## config.mk

```make
export PLATFORM = sky130hd
export DESIGN_NAME = life_cell_engine_flat
export DESIGN_NICKNAME = d
export VERILOG_FILES = /design/src/rtl/life_cell_engine_pkg.sv /design/src/rtl/life_cell_engine_if.sv /design/src/rtl/life_cell_engine_count_incrementer.sv /design/src/rtl/life_cell_engine.sv /design/src/flat_wrapper.sv
export SDC_FILE = /design/constraint.sdc
export NUM_CORES = 1
export LEC_CHECK = 0
export ABC_AREA = 1
export CELL_PAD_IN_SITES_DETAIL_PLACEMENT = 0
export CELL_PAD_IN_SITES_GLOBAL_PLACEMENT = 1
export CORE_MARGIN = 2
export CORE_UTILIZATION = 39
export DETAILED_ROUTE_END_ITERATION = 7
export GPL_TIMING_DRIVEN = 0
export PLACE_DENSITY = 0.74
export SLEW_MARGIN = 20
export SYNTH_ARGS = -nofsm -noshare
export SYNTH_HDL_FRONTEND = slang
export SYNTH_SLANG_ARGS = --single-unit
```

## constraint.sdc

```tcl
create_clock -name clk_i -period 2.4 [get_ports clk_i]
set_clock_uncertainty 0.1 [all_clocks]
set_input_delay 0.48 -clock clk_i [delete_from_list [all_inputs] [get_ports clk_i]]
set_output_delay 0.48 -clock clk_i [all_outputs]
set_load 0.01 [all_outputs]
```

## src/rtl/life_cell_engine_pkg.sv

```systemverilog
// Shared types and constants for the Game of Life cell engine.
package life_pkg;

  typedef enum logic [1:0] {
    IDLE,
    ACCUM,
    DONE
  } life_state_t;

  localparam int COUNT_W = 4;

  // Entry k is the window bit summed on the k-th accumulate cycle; the centre (bit 4) is skipped.
  localparam logic [7:0][3:0] NEIGHBOR_IDX = {4'd8, 4'd7, 4'd6, 4'd5, 4'd3, 4'd2, 4'd1, 4'd0};

  localparam logic [8:0] DEFAULT_BIRTH_MASK   = 9'b0_0000_1000;
  localparam logic [8:0] DEFAULT_SURVIVE_MASK = 9'b0_0000_1100;

endpackage

```

## src/rtl/life_cell_engine_if.sv

```systemverilog
// Window-in / next-state-out handshake bundle for life_cell_engine.
// COUNT is carried only when LIFE_COUNT_OUT_EN is defined.
interface life_cell_engine_if;
  import life_pkg::*;

  logic               in_valid;
  logic               in_ready;
  logic [8:0]         window;
  logic               out_valid;
  logic               out_ready;
  logic               next_state;
`ifdef LIFE_COUNT_OUT_EN
  logic [COUNT_W-1:0] count;
`endif

  modport slave (
    input  in_valid, window, out_ready,
    output in_ready, out_valid, next_state
`ifdef LIFE_COUNT_OUT_EN
    , output count
`endif
  );

  modport master (
    output in_valid, window, out_ready,
    input  in_ready, out_valid, next_state
`ifdef LIFE_COUNT_OUT_EN
    , input count
`endif
  );

endinterface

```

## src/rtl/life_cell_engine_count_incrementer.sv

```systemverilog
// Ripple incrementer: value + inc_i through a chain of full adders (b inputs tied low).
module full_adder (
  input  logic a_i,
  input  logic b_i,
  input  logic c_i,
  output logic s_o,
  output logic c_o
);
  assign s_o = a_i ^ b_i ^ c_i;
  assign c_o = (a_i & b_i) | (c_i & (a_i ^ b_i));
endmodule

module count_incrementer
  import life_pkg::*;
(
  input  logic [COUNT_W-1:0] value_i,
  input  logic               inc_i,
  output logic [COUNT_W-1:0] sum_o
);
  logic [COUNT_W:0] carry;
  logic             unused_carry;

  assign carry[0] = inc_i;

  for (genvar g = 0; g < COUNT_W; g++) begin : g_fa
    full_adder u_fa (
      .a_i (value_i[g]),
      .b_i (1'b0),
      .c_i (carry[g]),
      .s_o (sum_o[g]),
      .c_o (carry[g+1])
    );
  end

  // Count never exceeds 8, so the top carry cannot be set.
  assign unused_carry = carry[COUNT_W];
endmodule

```

## src/rtl/life_cell_engine.sv

```systemverilog
// Serial next-state engine for one Life cell: sums 8 neighbours one per cycle, then applies B/S masks.
// Optional macro LIFE_COUNT_OUT_EN exposes the registered final neighbour count on the interface.
module life_cell_engine
  import life_pkg::*;
#(
  parameter logic [8:0] BIRTH_MASK   = DEFAULT_BIRTH_MASK,
  parameter logic [8:0] SURVIVE_MASK = DEFAULT_SURVIVE_MASK
) (
  input  logic               clk_i,
  input  logic               rst_n_i,
  life_cell_engine_if.slave  cell_if
);

  life_state_t        state_q, state_d;
  logic [8:0]         win_q, win_d;
  logic [COUNT_W-1:0] acc_q, acc_d;
  logic [2:0]         idx_q, idx_d;
  logic               ns_q, ns_d;
  logic               vld_q, vld_d;
  logic [COUNT_W-1:0] sum;
`ifdef LIFE_COUNT_OUT_EN
  logic [COUNT_W-1:0] cnt_out_q, cnt_out_d;
`endif

  count_incrementer u_inc (
    .value_i (acc_q),
    .inc_i   (win_q[NEIGHBOR_IDX[idx_q]]),
    .sum_o   (sum)
  );

  always_ff @(posedge clk_i or negedge rst_n_i) begin
    if (!rst_n_i) begin
      state_q   <= IDLE;
      win_q     <= '0;
      acc_q     <= '0;
      idx_q     <= '0;
      ns_q      <= 1'b0;
      vld_q     <= 1'b0;
`ifdef LIFE_COUNT_OUT_EN
      cnt_out_q <= '0;
`endif
    end else begin
      state_q   <= state_d;
      win_q     <= win_d;
      acc_q     <= acc_d;
      idx_q     <= idx_d;
      ns_q      <= ns_d;
      vld_q     <= vld_d;
`ifdef LIFE_COUNT_OUT_EN
      cnt_out_q <= cnt_out_d;
`endif
    end
  end

  always_comb begin
    state_d   = state_q;
    win_d     = win_q;
    acc_d     = acc_q;
    idx_d     = idx_q;
    ns_d      = ns_q;
    vld_d     = vld_q;
`ifdef LIFE_COUNT_OUT_EN
    cnt_out_d = cnt_out_q;
`endif
    case (state_q)
      IDLE: begin
        if (cell_if.in_valid) begin
          win_d   = cell_if.window;
          acc_d   = '0;
          idx_d   = '0;
          state_d = ACCUM;
        end
      end
      ACCUM: begin
        acc_d = sum;
        idx_d = idx_q + 3'd1;
        // The eighth add feeds the rule directly so the result lands on the same edge.
        if (idx_q == 3'd7) begin
          ns_d      = win_q[4] ? SURVIVE_MASK[sum] : BIRTH_MASK[sum];
          vld_d     = 1'b1;
          state_d   = DONE;
`ifdef LIFE_COUNT_OUT_EN
          cnt_out_d = sum;
`endif
        end
      end
      DONE: begin
        if (cell_if.out_ready) begin
          vld_d   = 1'b0;
          state_d = IDLE;
        end
      end
      default: state_d = IDLE;
    endcase
  end

  assign cell_if.in_ready   = (state_q == IDLE);
  assign cell_if.out_valid  = vld_q;
  assign cell_if.next_state = ns_q;
`ifdef LIFE_COUNT_OUT_EN
  assign cell_if.count      = cnt_out_q;
`endif

endmodule

```

## src/flat_wrapper.sv

```systemverilog
// flat-port wrapper written by rule: the top's interface ports become plain ports
module life_cell_engine_flat import life_pkg::*;
#(
  parameter logic [8:0] BIRTH_MASK   = DEFAULT_BIRTH_MASK,
  parameter logic [8:0] SURVIVE_MASK = DEFAULT_SURVIVE_MASK
)
  (clk_i, rst_n_i, cell_if_in_valid, cell_if_window, cell_if_out_ready, cell_if_in_ready, cell_if_out_valid, cell_if_next_state);
  life_cell_engine_if cell_if_i ();
  input  logic clk_i;
  input  logic rst_n_i;
  input wire logic [$bits(cell_if_i.in_valid)-1:0] cell_if_in_valid;
  input wire logic [$bits(cell_if_i.window)-1:0] cell_if_window;
  input wire logic [$bits(cell_if_i.out_ready)-1:0] cell_if_out_ready;
  output wire logic [$bits(cell_if_i.in_ready)-1:0] cell_if_in_ready;
  output wire logic [$bits(cell_if_i.out_valid)-1:0] cell_if_out_valid;
  output wire logic [$bits(cell_if_i.next_state)-1:0] cell_if_next_state;
  assign cell_if_i.in_valid = cell_if_in_valid;
  assign cell_if_i.window = cell_if_window;
  assign cell_if_i.out_ready = cell_if_out_ready;
  assign cell_if_in_ready = cell_if_i.in_ready;
  assign cell_if_out_valid = cell_if_i.out_valid;
  assign cell_if_next_state = cell_if_i.next_state;
  life_cell_engine #(.BIRTH_MASK(BIRTH_MASK), .SURVIVE_MASK(SURVIVE_MASK)) u_core (.clk_i(clk_i), .rst_n_i(rst_n_i), .cell_if(cell_if_i));
endmodule
```

======== After elaboration in Yosys (flattened, before gate mapping) ========
Memories as Yosys holds them, arrays and structs flattened.
Index checks and enable logic that the tools add are counted.
storage, ports and cells
  output and inout bits ................... 3
  memories kept ........................... 3
  logic and storage cells ................. 51
  register bits after elaboration ......... 20
  ROM bits ................................ 64
memories
  memory            depth  width  rd ports  clocked after memory_dff  wr ports  RTL line                source
  (name not given)  8      4      1         0                         0         life_cell_engine.sv:27  .inc_i (win_q[NEIGHBOR_IDX[idx_q]]),
  (name not given)  16     1      1         0                         0         life_cell_engine.sv:79  ns_d = win_q[4] ? SURVIVE_MASK[sum] : BIRTH_MASK[sum];
  (name not given)  16     1      1         0                         0         life_cell_engine.sv:79
cells by class
  reductions and logical operators ........ 8
  magnitude comparators ................... 3
  mux-type cells .......................... 17
  bitwise operators ....................... 7
  eq/ne operators ......................... 6
  add/sub/neg operators ................... 1
operator list
  operator                                                               count
  4-bit by 5-bit < comparator with 1-bit output, second input constant   2
  4-bit two-way mux                                                      2
  4-bit case mux with 2 select lines                                     1
  1-bit two-way mux                                                      6
  2-bit two-way mux                                                      3
  2-bit case mux with 3 select lines                                     1
  3-bit case mux with 2 select lines                                     1
  2-bit AND reduction                                                    3
  3-bit AND reduction                                                    2
  1-bit binary-select mux with 4-bit select                              1
  3-bit by 4-bit < comparator with 1-bit output, second input constant   1
  2-bit != test, second input constant                                   2
  2-bit nonzero test                                                     2
  1-bit bitwise XOR                                                      4
  3-bit by 1-bit adder with 3-bit output, second input constant          1
  1-bit AND                                                              3
  3-bit equality test, second input constant                             1
  3-bit two-way mux                                                      1
  2-bit by 1-bit equality test with 1-bit output, second input constant  1
  2-bit equality test, second input constant                             1
  2-bit zero test                                                        1
  2-bit by 1-bit != test with 1-bit output, second input constant        1
  1-bit case mux with 2 select lines                                     1

======== Depth between registers and ports, before layout ========
  depth after elaboration ................. 11
  mapped depth ............................ 14

======== Cells and area by module ========
Synthesis repeated with hierarchy kept, for this count alone.
unflattened totals
  cells, all modules ...................... 123
  area total of the unflattened synthesis .. 1079.8 µm²
modules (own cells, without submodules)
  module             instances  cells an instance  sequential area each (µm²)  area each (µm²)
  life_cell_engine   1          118                500.5                       996.0
  full_adder         4          1                  0.0                         20.0
  count_incrementer  1          1                  0.0                         3.8

======== Worst setup path before layout ========
OpenSTA, ideal clock, no wires.
  path type ............................... register -> register
  start point ............................. reg u_core.idx_q[0]
  end point ............................... reg u_core.ns_q, in the netlist u_core.cell_if.next_state
  period minus slack after synthesis ...... 2160 ps
  data arrival time ....................... 1995 ps
  cell stages (with the launch flop) ...... 14
  library setup time ...................... 65 ps
  slack ................................... 240 ps
  path through ............................ dfrtp_1 > ha_1 > nand2_1 > o21ai_0 > inv_1 > nand3_1 > nand3_1 > nand2_1 > ha_1 > ha_1 > ha_1 > nor2_1 > o2111ai_1 > nand2_1
on the way
  longest elaborated chain between the ends .. 11
  elaborated cells on any way between the ends .. 18
  those cells by class .................... eq/ne: 1; mux: 6; bitwise: 7; reduce/logical: 1; memory: 3
ends and longest elaborated chain
  item                                       RTL line                                  source
  start: declaration                         life_cell_engine.sv:17                    logic [2:0] idx_q, idx_d;
  start signal: assignment                   life_cell_engine.sv:46                    idx_q <= idx_d;
  memory 8 x 4 bit                           n/a
  4-bit two-way mux (implied by the code)    life_cell_engine.sv:27
  1-bit binary-select mux with 4-bit select  life_cell_engine.sv:27
  1-bit two-way mux (implied by the code)    life_cell_engine.sv:27
  1-bit AND (3 in a row)                     life_cell_engine_count_incrementer.sv:10  assign c_o = (a_i & b_i) | (c_i & (a_i ^ b_i));
  1-bit bitwise XOR                          life_cell_engine_count_incrementer.sv:9   assign s_o = a_i ^ b_i ^ c_i;
  memory 16 x 1 bit                          n/a
  1-bit two-way mux (implied by the code)    life_cell_engine.sv:79
  1-bit two-way mux                          life_cell_engine.sv:79
  end signal: assignment                     life_cell_engine.sv:47                    ns_q <= ns_d;
  end: declaration                           life_cell_engine.sv:18                    logic ns_q, ns_d;
Several ways; a longest one is shown, not always the timed one. The select of a mux whose other input is x is not followed.
A chain may end at the register's enable or synchronous reset.

======== Worst setup path after layout ========
  start point ............................. reg u_core.idx_q[1]
  end point ............................... reg u_core.ns_q, in the netlist u_core.cell_if.next_state
Same word-level chain as after synthesis.

==> out/results.txt <==
Status: finished, final reports clean
MaxCap Viol Count: 0
CP startpoint kind: flip-flop
Total CTS buffers: 3
Synthesized Nets: 138
P&R area growth vs syn: 26.9%
Worst Tran Pin Value: 0.909 ns
Post-synth cell types: 21
HP Class: flip-flop to flip-flop
# nets final: 161
Setup TNS: 0 ns
Register area share after synthesis: 0.476
Worst EP required: 2.54 ns
Most common cell after layout, fill and taps aside: nand2_1
Drt first pass iters: 4
Synth top area share: 0.476
Design area: 1330 um2
Max Slew Vio Count: 0
Port buffer count: 15
Most frequent cells in the layout: nand2_1 (21), dfrtp_1 (18), nand3_1 (16), clkdlybuf4s50_1 (15), inv_1 (13)
DP HPWL: 1450 um
Synth warn: 0
WL final: 2050 um
Setup crit end kind: flip-flop
Number of global-route vias before repair: 764
Post-Layout Cell Count: 170
FP Rows: 18
Sequential cell area: 503 um2
Worst-skew pair later-pin latency: 0.29 ns
Synth area leaders: dfrtp_1 (48%), nand2_1 (8.2%), nand3_1 (7.6%), ha_1 (7.1%), inv_1 (5.0%)
Gr ovfl total: 0
CP Max Fanout: 4
Max Root-Sink Buffers: 2
Main synth FF type: dfrtp_1
Die Height: 55.9 um
Core area: 2520 um2
Residual DRC: 0
Antenna cells: 0
Final setup viols: 0
Via count: 809
Slew HR: 0.392
Asr flop ratio synth: 1.00
First-pass GRT wire length: 3420 um
Netlist Area Pre-Place: 1050 um2
Dpl cells: 164
Wirelength per Cell: 12.1 um
Antenna violations before repair: 0
Synth area leader: dfrtp_1
Multi-input gate area: 510 um2
Area after DPL: 1240 um2
Post-route core utilization: 0.529
Final Hold Fails: 0
CTS Sinks: 20
Initial core utilization: 0.417
TritonCTS clock tree: done
Pwr Total: 1690 uW
Filler Cell Count: 241
Period utilisation layout: 0.928
Routed Antenna Nets: 0
Arr. time, crit path: 2.37 ns
Critical path class: flip-flop to flip-flop
Fmax: 0.449 GHz
Die Wd: 55.9 um
Gr usage total: 0.138
CTS Root Cell: clkbuf_4
Via density: 4.76
Leak pwr: 0.000633 uW
Average size of a mapped cell: 8.83 um2
DRT iter0 DRCs: 17
Hold-fix buffers, CTS: 0
Pwr dens: 1270 nW/um2
GP Congestion: 0.843
Clock Pin Slew Worst Setup and Hold Paths: 0.11 ns
Post-route minimum period: 2.23 ns
Post-synth EDFFs: 0
Layout cell share with drive strength beyond 1: 0.207
I/O Pins: 16
Seq cells post-synth: 20
DIE AREA: 3130 um2
Post-Synthesis Cells: 119
Highest ir drop seen on vdd: 657 uV
H-tree levels: 1
Largest net degree at the start of global routing: 21
[final cells by class]
type | instances | area share
Clock buffer | 3 | 0.0169
Tap cell | 30 | 0.0281
Sequential cell | 20 | 0.377
Multi-Input combinational cell | 80 | 0.383
Buffer | 3 | 0.0206
Inverter | 16 | 0.0450
Timing Repair Buffer | 18 | 0.129
[flip-flops by register name, summed over array words and instances (netlist names)]
register,count
u_core.idx_q,3
u_core.cell_if.out_valid,1
u_core.state_q,2
u_core.win_q,9
u_core.acc_q,4
u_core.cell_if.next_state,1
[cells in the mapped netlist (2+ instances only)]
master	n
o21ai_0	8
nand2_1	23
buf_6	2
nor2_2	2
mux2_4	2
nor2_1	8
nand3_1	16
a21oi_1	6
inv_1	14
ha_1	6
dfrtp_1	20
inv_2	2
nand3b_1	2
[worst paths after layout]
| path | from | to | slack [ns] | cells past startpoint |
|---|---|---|---|---|
| setup / recovery | u_core.idx_q[1] | u_core.cell_if.next_state | 0.17 | 13 |
| hold / removal | u_core.cell_if.out_valid | u_core.cell_if.out_valid | 0.39 | 2 |
| setup reg to reg | u_core.idx_q[1] | u_core.cell_if.next_state | 0.17 | 13 |
| hold reg to reg | u_core.cell_if.out_valid | u_core.cell_if.out_valid | 0.39 | 2 |
| max in group asynchronous | rst_n_i | u_core.idx_q[0] | 0.99 | 1 |
| min in group asynchronous | rst_n_i | u_core.acc_q[1] | 0.58 | 1 |
[routing by layer]
metal  vias to the layer above  share of wire  GRT usage
li1                        424              -          -
met1                       373           0.51      0.193
met2                        10           0.45      0.216
met3                         2          0.032     0.0302
met4                         0         0.0073     0.0408
met5                         -              0          0
[power breakdown]
part | switching (uW) | internal [uW] | leakage, uW
sequential | 104 | 495 | 0.000233
clock | 97.3 | 58.3 | 0.0000138
combinational | 498 | 439 | 0.000386
[stage by stage]
stage               hold slack, ns  setup slack, ns
global route                 0.438         -0.00726
detailed placement           0.364           0.0134
floorplan                   0.0844            0.240
CTS                          0.393           0.0177
finish                       0.390            0.172
global placement             0.363           0.0404
[timing repair]
action / 4_1_cts / 5_1_grt
pin swaps: 0 / 4
resized for setup: 1 / 11
endpoints found under the setup margin: 1 / 2
setup buffers: 1 / 2
[cells by family after synthesis]
group | synth area share
xor gates and xnor gates | 0.00833
and+or+nand+nor | 0.246
buffers and inverters | 0.0833
adders and majority gates | 0.0714
DFF | 0.476
muxes | 0.0393
AOI/OAI and AO/OA | 0.0750
[critical path, stage by stage, from the launching register on]
cell	delay, ns
dfrtp_1	0.44
ha_2	0.23
nor2_4	0.13
inv_1	0.07
nand3_1	0.08
nand3_1	0.06
nand3_1	0.08
nand2_1	0.05
ha_1	0.18
ha_1	0.21
ha_4	0.17
xnor2_2	0.16
o2111ai_1	0.14
nand2_1	0.07
Power figures use the tool's default switching activity.
